### src/rtl/multiplier_arbiter.sv
// Round-robin arbiter that shares one fixed-latency multiplier among NUM_REQ
// requesters: latch the winner's operands, start the multiplier, wait, return the product.
module multiplier_arbiter #(
    parameter int NUM_REQ     = 4,
    parameter int OP_W        = 4,
    parameter int MUL_LATENCY = 10
) (
    input  logic                         clk,
    input  logic                         rst,
    input  logic [NUM_REQ-1:0]           req,
    input  logic [NUM_REQ*OP_W-1:0]      req_a,
    input  logic [NUM_REQ*OP_W-1:0]      req_b,
    output logic [NUM_REQ-1:0]           gnt,
    output logic [NUM_REQ-1:0]           done,
    output logic                         rsp_valid,
    output logic [$clog2(NUM_REQ)-1:0]   rsp_id,
    output logic [2*OP_W-1:0]            rsp_product,
    output logic                         busy,
    output logic                         mul_start,
    output logic [OP_W-1:0]              mul_multiplier,
    output logic [OP_W-1:0]              mul_multiplicand,
    input  logic [2*OP_W-1:0]            mul_product
);

    localparam int ID_W  = $clog2(NUM_REQ);
    localparam int CNT_W = (MUL_LATENCY > 1) ? $clog2(MUL_LATENCY) : 1;

    typedef enum logic [1:0] {
        S_IDLE,
        S_ISSUE,
        S_WAIT,
        S_DONE
    } state_t;

    state_t            state;
    state_t            state_next;
    logic [ID_W-1:0]   ptr;
    logic [ID_W-1:0]   id;
    logic [ID_W-1:0]   winner;
    logic [ID_W-1:0]   idx;
    logic              found;
    logic [CNT_W-1:0]  counter;

    // First set request at or above ptr, wrapping; NUM_REQ is a power of two
    // so the index arithmetic wraps naturally.
    always_comb begin
        found  = 1'b0;
        winner = ptr;
        idx    = ptr;
        for (int k = 0; k < NUM_REQ; k++) begin
            idx = ptr + ID_W'(k);
            if (!found && req[idx]) begin
                found  = 1'b1;
                winner = idx;
            end
        end
    end

    always_ff @(posedge clk or negedge rst) begin
        if (!rst) begin
            state <= S_IDLE;
        end else begin
            state <= state_next;
        end
    end

    always_comb begin
        state_next = state;
        mul_start  = 1'b0;
        busy       = 1'b1;
        rsp_valid  = 1'b0;
        done       = '0;
        rsp_id     = '0;
        case (state)
            S_IDLE: begin
                busy = 1'b0;
                if (found) begin
                    state_next = S_ISSUE;
                end
            end
            S_ISSUE: begin
                mul_start  = 1'b1;
                state_next = S_WAIT;
            end
            S_WAIT: begin
                if (counter == '0) begin
                    state_next = S_DONE;
                end
            end
            S_DONE: begin
                rsp_valid  = 1'b1;
                done       = gnt;
                rsp_id     = id;
                state_next = S_IDLE;
            end
            default: begin
                state_next = S_IDLE;
            end
        endcase
    end

    // Operands are captured once at acceptance; later requester activity
    // cannot disturb an operation in flight.
    always_ff @(posedge clk or negedge rst) begin
        if (!rst) begin
            ptr              <= '0;
            id               <= '0;
            counter          <= '0;
            gnt              <= '0;
            rsp_product      <= '0;
            mul_multiplier   <= '0;
            mul_multiplicand <= '0;
        end else begin
            case (state)
                S_IDLE: begin
                    if (found) begin
                        gnt              <= NUM_REQ'(1) << winner;
                        id               <= winner;
                        mul_multiplier   <= req_a[winner*OP_W +: OP_W];
                        mul_multiplicand <= req_b[winner*OP_W +: OP_W];
                    end
                end
                S_ISSUE: begin
                    counter <= CNT_W'(MUL_LATENCY - 1);
                end
                S_WAIT: begin
                    if (counter == '0) begin
                        rsp_product <= mul_product;
                    end else begin
                        counter <= counter - 1'b1;
                    end
                end
                S_DONE: begin
                    gnt <= '0;
                    ptr <= id + 1'b1;
                end
                default: begin
                end
            endcase
        end
    end

endmodule
### config.mk
export PLATFORM = sky130hd
export DESIGN_NAME = multiplier_arbiter
export DESIGN_NICKNAME = d
export VERILOG_FILES = /design/src/rtl/multiplier_arbiter.sv
export SDC_FILE = /design/constraint.sdc
export NUM_CORES = 1
export LEC_CHECK = 0
export ABC_AREA = 0
export CAP_MARGIN = 20
export CORE_AREA = 2 2 87 89
export DETAILED_ROUTE_END_ITERATION = 6
export DIE_AREA = 0 0 89 91
export PLACE_DENSITY = 0.51
export SYNTH_ARGS = -nofsm -noshare
export SYNTH_HDL_FRONTEND = slang
export SYNTH_SLANG_ARGS = --single-unit
### constraint.sdc
create_clock -name clk -period 1.7 [get_ports clk]
set_input_delay 0.255 -clock clk [delete_from_list [all_inputs] [get_ports clk]]
set_output_delay 0.255 -clock clk [all_outputs]
set_load 0.01 [all_outputs]
After elaboration in Yosys (flattened, before gate mapping)

Cells that the tools add are included.

Output and inout bits: 29
Word-level logic and storage cells: 68
Flip-flop bits (word level): 30

Shift operators: 3
Add/subtract/negate cells: 5
Equal/unequal tests: 6
Muxes and demuxes: 27
Reduce and logical (&&, ||, !) cells: 15
Magnitude comparators: 4

Operators with widths:

| cell                | count |
|---|---|
| $shiftx 16x5->4     | 2 |
| $pmux 4 s2          | 2 |
| $lt 2x3->1 const B  | 4 |
| $mux 2              | 6 |
| $mux 4              | 3 |
| $mux 1              | 11 |
| $reduce_and 2->1    | 5 |
| $bmux 1 s2          | 4 |
| $pmux 2 s4          | 1 |
| $ne 2x2->1 const B  | 3 |
| $add 2x1->2 const B | 2 |
| $add 2x2->2 const B | 2 |
| $eq 2x2->1 const B  | 2 |
| $logic_not 4->1     | 1 |
| $reduce_bool 2->1   | 2 |
| $shl 1x2->4 const A | 1 |
| $sub 4x1->4 const B | 1 |
| $logic_and 1x1->1   | 3 |
| $logic_not 1->1     | 3 |
| $eq 2x1->1 const B  | 1 |
| $logic_not 2->1     | 1 |

Longest topological paths before layout

Depth in word-level cells: 15
Depth in mapped cells: 7

Worst setup path before layout

No wires, ideal clock.

Kind: reg2reg
Start point: reg state[0]
End point: reg rsp_product[0]
Slack: -0.048 ns
Path buffers: 0
Data arrival time: 1.624 ns
Stages on the path, launching flop included: 5
Setup time: 0.125 ns
Period minus slack after synthesis: 1.748 ns
Cell sequence: dfrtp_1 inv_1 ha_1 nor4b_2 mux2_2

Longest elaborated chain between the ends: 2

RTL lines:

| item                       | RTL line | text |
|---|---|---|
| start, declared            | 35       | `state_t state;` |
| start signal, assigned     | 63       | `state <= state_next;` |
| $eq 2x2->1                 | 114      | `case (state)` |
| $reduce_and 2->1 (no line) | n/a      |  |
| end signal, assigned       | 128      | `rsp_product <= mul_product;` |
| end, declared              | 17       | `output logic [2*OP_W-1:0] rsp_product,` |

Every way passes these cells.
A chain may end at the register's enable or synchronous reset.

Final worst setup path

Start point: reg ptr[0]
End point: reg mul_multiplier[0]

Longest elaborated chain between the ends: 13
Elaborated cells between the ends (all ways): 26

RTL lines:

| item                                                                 | RTL line | text |
|---|---|---|
| start, declared                                                      | 37       | `logic [ID_W-1:0] ptr;` |
| start signal, assigned                                               | 135      | `ptr <= id + 1'b1;` |
| parallel branches: the longest is 13 deep, another holds $add 2x1->2 | n/a      |  |
| end signal, assigned                                                 | 119      | `mul_multiplier <= req_a[winner*OP_W +: OP_W];` |
| end, declared                                                        | 20       | `output logic [OP_W-1:0] mul_multiplier,` |

Several ways; the timed one is not identified. The select of a mux whose other input is x is not followed.

==> results.json <==
{
  "die_width_um": 89,
  "wl_per_cell_um": 14.8,
  "ys_warn_count": 0,
  "syn-cell-area_mm2": 0.00173,
  "skew_ns": 0.00398,
  "grt_pass1_vias": 1609,
  "grt_setup_unrepaired": "true",
  "start_util": 0.243,
  "dp.cells": 347,
  "drive_above_1_share": 0.316,
  "avgSynthCellArea_um2": 11.0,
  "setup_viol": 2,
  "tightest_slew_ns": 0.434,
  "cts_buffers": 5,
  "critPathLaunch": "ptr[0]",
  "dpl.hpwl_um": 3930,
  "critical_path_class": "flip-flop to flip-flop",
  "synth_cell_type_count": 38,
  "fin_crit_sh": 1.01,
  "synth_area_leaders": "dfrtp_1, mux2_2, mux2i_1",
  "drt-total-wl_um": 5360,
  "grt_usage": 0.134,
  "min_path_type": "input pin to async pin",
  "core_mm2": 0.00714,
  "grt_start_max_net_pins": 21,
  "stdcell_count": 362,
  "num_rows": 31,
  "netlist.top_cell.by_area": "dfrtp_1",
  "worstPathArrival_ns": 1.92,
  "cap_violations": 0,
  "clkTransAtPathRegs_ns": 0.07,
  "viasPerCell": 4.50,
  "max_freq_mhz": 584,
  "cts-root-buf": "clkbuf_8",
  "drt_pass1_iterations": 4,
  "clk_latency_ns": 0.28,
  "failed_checks": "setup timing",
  "place.gp.congestion": 0.816,
  "cp.required_ns": 1.90,
  "tns_ns": -0.0208,
  "grt_overflow_total": 0,
  "finalNetCount": 314,
  "ys_ff_latch": 30,
  "cts_tree": "done",
  "start_kind": "flip-flop",
  "synth.yosys.seq_area_share": 0.433,
  "synth_top_area_share": 0.433,
  "cts_buffer_depth": 2,
  "final_area_mm2": 0.00301,
  "crit_chain": "nor2b_2 > o21ba_4 > buf_6 > or3_4 > mux2i_2 > a211oi_2",
  "hold_violations": 0,
  "relSlewSlack": 0.708,
  "syn-num-nets": 210,
  "status": "finished with violations",
  "nFillCells": 717,
  "ctsHoldBuffers": 0,
  "cp_slowest_cell": "dfrtp_2",
  "final_common_cell": "clkdlybuf4s50_1",
  "fin_util": 0.422,
  "power_density_mw_per_mm2": 1550,
  "slowest_delay_ns": 0.43,
  "final-max-slew-violation-count": 0,
  "postRouteAntennaNets": 0,
  "route.detailed.drc": 0,
  "reg2reg_from": "ptr[0]",
  "crit_fanout": 6,
  "power_leakage_uw": 0.00123,
  "grt_first_pass_wirelength_um": 8280,
  "via_count": 1628,
  "fin_crit_ns": 1.71,
  "mostFrequentLayoutCells": "clkdlybuf4s50_1, dfrtp_1, buf_4",
  "endpoint_kind": "flip-flop",
  "synthCells": 158,
  "setup_slack_ns": -0.0132,
  "dpl-instance-area_mm2": 0.00274,
  "ioPinCount": 75,
  "htreeDepth": 2,
  "cts_num_sinks": 30,
  "peakVddDrop_mv": 0.392,
  "die_area_mm2": 0.00810,
  "drtIter0Drc": 71,
  "die_h_um": 91,
  "diodes": 0,
  "antenna_found_initial": 0,
  "layout-area-overhead-vs-synth_pct": 73.5,
  "portBuffers": 74
}
==> per-stage QoR <==
stage / power [uW] / setup WS, ns / hold WS, ns
finish: 4670 / -0.0132 / 0.293
global route: 5000 / -0.0852 / 0.325
CTS: 4500 / -0.0817 / 0.294
detailed placement: 3760 / -0.640 / 0.495
global placement: 3740 / -0.595 / 0.489
floorplan: 2590 / 0.0119 / -0.0406
==> report_power, final <==
group	internal (uW)	leakage, uW	total, uW	switching (uW)
Combinational	1480	0.000833	2730	1260
Clock	326	0.0000482	607	280
Sequential	1060	0.000350	1330	265
Total	2860	0.00123	4670	1810
==> sequential cells by signal, indices dropped and copies added (netlist names) <==
name and flops:
mul_multiplicand 4, state 2, rsp_product 8, ptr 2, gnt 4, counter 4
id 2, mul_multiplier 4
==> critical path: cells and delay by family, from the launching register on <==
family / cells / cell delay, ns
flops: 1 / 0.43
simple gates: 2 / 0.48
compound gates: 2 / 0.40
mux: 1 / 0.19
buf+inv: 1 / 0.12
==> cell usage after synthesis, drive strengths merged <==
cell / instances
nor4: 4
nand2b: 3
o31a: 8
nor2b: 4
o21ai: 5
o31ai: 2
or2: 1
nand2: 7
a32o: 1
nand3: 1
a211oi: 9
mux2i: 8
a2111oi: 8
a22o: 2
or3: 1
a21oi: 2
buf: 4
nor3: 3
o21ba: 1
nor4b: 1
and2: 8
dfrtp: 30
xnor2: 2
ha: 6
a21o: 3
mux2: 9
o22a: 1
o21a: 1
nor2: 14
inv: 6
clkbuf: 3
==> metal layers <==
layer	track usage	share of wire	vias up
met5	0	0	-
met2	0.208	0.48	51
met3	0.0236	0.044	8
met1	0.182	0.46	772
li1	-	-	797
met4	0.0560	0.018	0
==> cells by family (layout without fill, tap and decap cells) <==
family	Yosys count	count (layout)	synth area share
AND/OR/NAND/NOR	47	48	0.169
AO/OA/AOI/OAI	43	44	0.200
flip-flops	30	30	0.433
multiplexers	17	17	0.105
buffers and inverters	13	116	0.0404
adder cells (fa/ha/maj)	6	6	0.0433
XOR/XNOR	2	2	0.0101
==> area by class of cell <==
class,instances,area [um^2],area share
clock inverters,1,5.00,0.00166
clock buffers,7,86.3,0.0287
repair buffers,102,942,0.313
flip-flops and latches,30,753,0.250
inverters,6,22.5,0.00748
well taps,99,124,0.0412
multi-input cells,117,1080,0.358
==> worst paths after layout <==
kind,endpoint,slack (ns),cells after the start
worst max-delay path,mul_multiplier[0],-0.01,6
worst min-delay path,rsp_product[4],0.29,2
worst max register to register,mul_multiplier[0],-0.01,6
worst min register to register,rsp_product[1],0.51,1
max in group asynchronous,ptr[0],1.09,2
min in group clk,rsp_product[1],0.51,1
==> repair_timing <==
action                                  CTS  global route
resized for setup                        29            31
gates cloned                              2             0
pin swaps                                 7             2
buffers inserted                          4             1
endpoints found under the setup margin   23            22
hold endpoints to repair                  0             0
(Power assumes the default switching activity.)
